### config.mk
export PLATFORM = sky130hd
export DESIGN_NAME = transmission8_scan_ctrl
export DESIGN_NICKNAME = d
export VERILOG_FILES = /design/src/rtl/transmission8_scan_ctrl.sv
export SDC_FILE = /design/constraint.sdc
export NUM_CORES = 1
export LEC_CHECK = 0
export CORE_MARGIN = 10
export CORE_UTILIZATION = 45
export DETAILED_ROUTE_END_ITERATION = 10
export PLACE_DENSITY_LB_ADDON = 0.25
export SLEW_MARGIN = 20
export SYNTH_ARGS = -nofsm -noshare
export SYNTH_HDL_FRONTEND = slang
export SYNTH_SLANG_ARGS = --single-unit
### constraint.sdc
create_clock -name clk -period 2 [get_ports clk]
set_input_delay 0.6 -clock clk [delete_from_list [all_inputs] [get_ports clk]]
set_output_delay 0.6 -clock clk [all_outputs]
set_load 0.005 [all_outputs]
### src/rtl/transmission8_scan_ctrl.sv
// ---------------------------------------------------------------------------
// transmission8_scan_ctrl
//
// Scan controller for the 8-channel transmission stage. A start request
// captures an 8-bit word and holds it on oData. The 3-bit channel select
// {oA,oB,oC} then steps 000..111, and each value is held for DWELL clocks.
// oBusy is high while a frame is running. oDone pulses for one cycle at the
// end of each completed frame.
//
// Parameters
//   DWELL       clocks each select value is held (1..255)
//   CONTINUOUS  0: one frame per start
//               1: wrap 111->000, recapture iData and keep scanning until abort
//
// Ports
//   clk     in   system clock, rising edge
//   rst     in   synchronous active-high reset
//   iData   in   [7:0] word to transmit, sampled only at frame start or wrap
//   iStart  in   start request (pulse or level)
//   iAbort  in   abort the current scan; wins over iStart and frame end
//   oData   out  [7:0] captured word
//   oA      out  select MSB
//   oB      out  select middle bit
//   oC      out  select LSB
//   oBusy   out  high while scanning
//   oDone   out  one-cycle end-of-frame pulse
//
// All outputs come straight from flops.
//
// State table
//   state | meaning
//   IDLE  | waiting for iStart, select parked at 000
//   SCAN  | stepping select, dwell counter running
//   DONE  | single end-of-frame cycle; a start here is accepted as in IDLE
// ---------------------------------------------------------------------------
module transmission8_scan_ctrl #(
   parameter int unsigned DWELL      = 4,
   parameter bit          CONTINUOUS = 1'b0
) (
   input  logic       clk,
   input  logic       rst,
   input  logic [7:0] iData,
   input  logic       iStart,
   input  logic       iAbort,
   output logic [7:0] oData,
   output logic       oA,
   output logic       oB,
   output logic       oC,
   output logic       oBusy,
   output logic       oDone
);

   typedef enum logic [1:0] {
      IDLE = 2'd0,
      SCAN = 2'd1,
      DONE = 2'd2
   } scanState_t;

   localparam logic [7:0] DWELL_LAST = 8'(DWELL - 1);
   localparam logic [2:0] SEL_LAST   = 3'd7;

   scanState_t state, nextState;
   logic [7:0] dataReg, nextData;
   logic [2:0] selReg, nextSel;
   logic [7:0] dwellCnt, nextDwell;
   logic       busyReg, nextBusy;
   logic       doneReg, nextDone;

   logic startOk;
   logic dwellEnd;

   // A start is only honoured when no abort is present in the same cycle.
   assign startOk  = iStart && !iAbort;
   assign dwellEnd = (dwellCnt == DWELL_LAST);

   always_ff @(posedge clk) begin
      if (rst) begin
         state    <= IDLE;
         dataReg  <= 8'h00;
         selReg   <= 3'b000;
         dwellCnt <= 8'd0;
         busyReg  <= 1'b0;
         doneReg  <= 1'b0;
      end else begin
         state    <= nextState;
         dataReg  <= nextData;
         selReg   <= nextSel;
         dwellCnt <= nextDwell;
         busyReg  <= nextBusy;
         doneReg  <= nextDone;
      end
   end

   always_comb begin
      nextState = state;
      nextData  = dataReg;
      nextSel   = selReg;
      nextDwell = dwellCnt;
      nextBusy  = busyReg;
      nextDone  = 1'b0;

      case (state)
         IDLE, DONE: begin
            if (startOk) begin
               nextState = SCAN;
               nextData  = iData;
               nextSel   = 3'b000;
               nextDwell = 8'd0;
               nextBusy  = 1'b1;
            end else begin
               nextState = IDLE;
               nextSel   = 3'b000;
               nextDwell = 8'd0;
               nextBusy  = 1'b0;
            end
         end

         SCAN: begin
            if (iAbort) begin
               // Abort drops straight to IDLE, suppressing any oDone and
               // leaving the captured word in place.
               nextState = IDLE;
               nextSel   = 3'b000;
               nextDwell = 8'd0;
               nextBusy  = 1'b0;
            end else if (dwellEnd) begin
               nextDwell = 8'd0;
               if (selReg == SEL_LAST) begin
                  nextSel  = 3'b000;
                  nextDone = 1'b1;
                  if (CONTINUOUS) begin
                     nextData = iData;
                     nextBusy = 1'b1;
                  end else begin
                     nextState = DONE;
                     nextBusy  = 1'b0;
                  end
               end else begin
                  nextSel = selReg + 3'd1;
               end
            end else begin
               nextDwell = dwellCnt + 8'd1;
            end
         end

         default: begin
            nextState = IDLE;
            nextSel   = 3'b000;
            nextDwell = 8'd0;
            nextBusy  = 1'b0;
         end
      endcase
   end

   assign oData        = dataReg;
   assign {oA, oB, oC} = selReg;
   assign oBusy        = busyReg;
   assign oDone        = doneReg;

endmodule

# Word level (Yosys, flattened, before mapping)
# Cells that the tools add are included.
dict set report totals {
  regBits 23
  latchBits 0
  mem_bits_rw 0
  mem_bits_ro 0
  in_bits 12
  out_inout_bits 13
  elab_cells 37
  memories 0
}
dict set report op_classes {
  addsub 2
  multipliers 0
  div_mod_pow 0
  n_lt_le_gt_ge 0
  eq_ne 6
  shift 0
  muxes 12
  bitwise 2
  reduce_logical 9
}
# operator count
set ops {}
lappend ops {{8-bit by 1-bit adder with 8-bit output (second input constant)} 1}
lappend ops {{8-bit by 2-bit == test with 1-bit output (second input constant)} 1}
lappend ops {{4-bit OR reduction} 2}
lappend ops {{1-bit 2-to-1 mux} 6}
lappend ops {{2-bit 2-to-1 mux} 3}
lappend ops {{3-bit != test (second input constant)} 2}
lappend ops {{2-bit case mux with 2 select lines} 1}
lappend ops {{2-bit AND reduction} 2}
lappend ops {{3-bit by 1-bit adder with 3-bit output (second input constant)} 1}
lappend ops {{3-bit == test (second input constant)} 1}
lappend ops {{3-bit 2-to-1 mux} 1}
lappend ops {{3-bit OR reduction} 1}
lappend ops {{2-bit by 1-bit == test with 1-bit output (second input constant)} 1}
lappend ops {{2-bit == test (second input constant)} 1}
lappend ops {{2-bit logical NOT} 1}
lappend ops {{1-bit NOT} 2}
lappend ops {{1-bit case mux with 2 select lines} 1}
lappend ops {{2-bit OR reduction} 1}
lappend ops {{1-bit logical AND} 1}
lappend ops {{1-bit logical NOT} 1}

# Longest topological paths before layout
dict set report logic_depth {
  word_depth 5
  ltp_mapped 5
  mapped_depth_nobuf 4
}

# Worst setup path after synthesis
# No wires, ideal clock.
dict set report synth_path {
  path_type {input to register}
  from {input port rst}
  to {register selReg[0]}
  setup_ns 0.071
  t_arrival_ns 1.566
  required_ns 1.929
  setup_slack_ns 0.364
  stages 3
  n_path_buf 1
  cell_sequence {clkbuf_1 -> or4b_2 -> a21oi_1}
}
dict set report synth_via {
  elab_chain_len 1
}
# item line_no
set synth_lines {}
lappend synth_lines {{from (decl)} 41} ;# input logic rst,
lappend synth_lines {{3-bit OR reduction (no line)} n/a}
lappend synth_lines {{to (signal assigned)} 87} ;# selReg <= nextSel;
lappend synth_lines {{to (decl)} 64} ;# logic [2:0] selReg, nextSel;
# No other way between the ends.
# A chain may end at the register's enable or synchronous reset.

# Final worst setup path
dict set report layout_path {
  from {register selReg[0]}
  to {output port oC}
}
# item line_no
set layout_rtl {}
lappend layout_rtl {{to (decl)} 48} ;# output logic oC,
# No word-level cell between the ends.

==> impl_metrics.csv <==
group,metric,value,unit
sta,drv_slew,0,
synthesis,ys_warn_count,0,
clocking,clk_latency,0.30,ns
clocking,cts_tree,"yes",
clocking,cts_hold_buf,0,
critical_path,critPathLaunchType,"register",
power_and_ir_drop,p_sw,0.162,mW
finish,fin_util,62.8,%
power_and_ir_drop,p_total,0.755,mW
clocking,clock-sinks,23,
power_and_ir_drop,pwr_density_cell,620,nW/µm²
place,dp_cells,145,
finish,layout.cells.most_common,"clkdlybuf4s50_1",
synthesis,synth_cell_types,26,
critical_path,path_class,"reg -> out",
critical_path,crit_family,"buffers and inverters",
clocking,cts_buffer_depth,2,
global_routing,grt_usage,10.1,%
drt,via_per_inst,5.08,
drt,ant_nets,0,
drt,dr.pass1.iters,2,
clocking,root_buffer,"clkbuf_4",
critical_path,crit_buf_inv,1,
synthesis,synth_fp_nets,109,
sta,clock.fmax,550,MHz
clocking,cts_setup_buffers,0,
drt,drc_errors,0,
critical_path,cp_max_fo,4,
clocking,cts_buffers,3,
global_routing,met1_usage,11.8,%
die,initial_utilization,46.5,%
sta,clock-skew-final,0.00988,ns
place,place_congestion,0.768,
drt,drtIter0Drc,15,
sta,fin_ws,0.182,ns
power_and_ir_drop,p_int,0.594,mW
power_and_ir_drop,power.share.sequential,62.8,%
job,drv_cap,0,
synthesis,ys_ff_latch,23,
finish,layout_common_cells,"24 x clkdlybuf4s50_1, 23 x dfxtp_1, 13 x nor2_1",
global_routing,antenna_found_initial,0,
global_routing,use_met2,16.3,%
die,rows,16,
clocking,post_cts_resize_count,0,
global_routing,gr-usage-met3,3.09,%
clocking,cts.clk_slew.worst_paths,0.13,ns
die,die_w,64.8,µm
critical_path,worstPathCellList,"clkdlybuf4s50_1",
drt,vias,757,
clocking,h-tree-depth,1,
synthesis,netlist_instances,94,
place,dpl.hpwl,1.64,mm
die,num_io_pins,25,
synthesis,synth-seq-area-share,51.0,%
power_and_ir_drop,p_sw_share,21.4,%
synthesis,synth_area,903,µm²
global_routing,grt_max_degree,14,
place,portBuffers,24,
critical_path,max_stage_delay,0.52,ns
sta,fin_crit,1.82,ns
drt,wl_per_cell,13.7,µm
finish,finalNetCount,138,
sta,fin_crit_sh,90.9,%
synthesis,synth.avg_cell_area,9.61,µm²
status,outcome,"complete, no violations",
critical_path,end_kind,"output pin",
finish,diodes,0,
sta,tightestPinTransition,0.573,ns
sta,finalHoldViolations,0,
critical_path,critPathArrivalTime,1.22,ns
die,coreArea,1940,µm²
finish,finalNonFillerCells,149,
drt,drt_wl_total,2.04,mm
finish,area_growth,34.9,%
global_routing,grt-ovfl-total,0,
power_and_ir_drop,ir_drop,406,µV
power_and_ir_drop,p_leak,0.439,nW
die,die_h,64.8,µm
place,dp_slack,-0.0183,ns
sta,rsz0062_at_grt,"no",
global_routing,busiest_layer,"met2",
sta,setup_viol,0,
power_and_ir_drop,p_clk_share,27.3,%
global_routing,grt_pass1_vias,749,
sta,fin_setup_tns,0,ns
finish,drive_gt1_share,8.20,%
global_routing,grt_pass1_wl,3.39,mm
min_path,hold_path_class,"reg -> reg",
die,die-area,4200,µm²
critical_path,crit_required,1.40,ns
sta,slew_headroom,61.5,%
critical_path,critical-path-slowest-cell,"clkdlybuf4s50_1",
power_and_ir_drop,combinationalPowerShare,9.9,%
registers in the layout, indices dropped and copies added, names as in the netlist:
signal / flops
oDone: 1
selReg: 3
dwellCnt: 8
oData: 8
oBusy: 1
state: 2
logic make-up (layout without fill, tap and decap cells):
kind of cell,after synthesis,in the layout,share of synthesized area (%)
adder cells (fa/ha/maj),3,3,4.16
buffers and inverters,5,33,2.22
AND/OR/NAND/NOR,37,37,21.9
AO/OA/AOI/OAI,15,15,9.00
multiplexers,8,8,8.86
XOR/XNOR,3,3,2.91
flip-flops,23,23,51.0
cell type report:
| type | count | area, µm² |
|---|---|---|
| timing repair buffer | 28 | 270 |
| clock buffer | 3 | 22.5 |
| inverter | 1 | 3.75 |
| clock inverter | 1 | 5.00 |
| fill | 182 | 723 |
| tap | 27 | 33.8 |
| multi-input combinational | 66 | 423 |
| sequential | 23 | 460 |
worst paths after layout:
check / start / to / slack (ns) / depth (start not counted)
setup reg to reg: dwellCnt[3]$_SDFF_PP0_ / selReg[0]$_SDFFE_PP0N_ / 0.26 / 3
setup / recovery: selReg[0]$_SDFFE_PP0N_ / oC / 0.18 / 1
hold reg to reg: dwellCnt[0]$_SDFF_PP0_ / dwellCnt[0]$_SDFF_PP0_ / 0.46 / 1
hold / removal: dwellCnt[0]$_SDFF_PP0_ / dwellCnt[0]$_SDFF_PP0_ / 0.46 / 1
power groups by stage:
stage / Clock (mW) / Sequential (mW) / Combinational [mW]
after floorplan: 0 / 0.485 / 0.0255
after global placement: 0 / 0.484 / 0.0741
after detailed placement: 0 / 0.485 / 0.0758
after CTS: 0.219 / 0.474 / 0.0763
after global routing: 0.230 / 0.476 / 0.0817
final: 0.206 / 0.474 / 0.0751
per-stage QoR:
stage               instance area [µm²]  hold slack [ns]
floorplan                           903            0.418
global route                       1220            0.474
global placement                   1190            0.429
CTS                                1220            0.464
detailed placement                 1190            0.437
finish                             1220            0.456
Yosys cell counts:
master | n | area (µm²)
o21ai_1 | 1 | 5.00
nor3_1 | 2 | 10.0
o21ai_0 | 6 | 30.0
or3b_1 | 1 | 8.76
nor2_1 | 13 | 48.8
buf_1 | 1 | 3.75
a31o_2 | 1 | 8.76
nor4b_1 | 2 | 17.5
or3_1 | 3 | 18.8
inv_1 | 1 | 3.75
a21o_1 | 1 | 7.51
dfxtp_1 | 23 | 460
a21oi_1 | 6 | 30.0
nand2_1 | 3 | 11.3
or4_1 | 2 | 15.0
nor4_1 | 1 | 6.26
nor3b_1 | 2 | 15.0
nand4_1 | 1 | 6.26
mux2i_1 | 8 | 80.1
or4b_2 | 1 | 10.0
xor2_1 | 2 | 17.5
ha_1 | 3 | 37.5
nand3_1 | 6 | 30.0
buf_2 | 1 | 5.00
xnor2_1 | 1 | 8.76
clkbuf_1 | 2 | 7.51
metal layers:
metal | wire [µm] | vias to the layer above
li1 | - | 389
met1 | 947 | 347
met2 | 946 | 19
met3 | 124 | 2
met4 | 17 | 0
met5 | 0 | -
(Power assumes the default switching activity.)
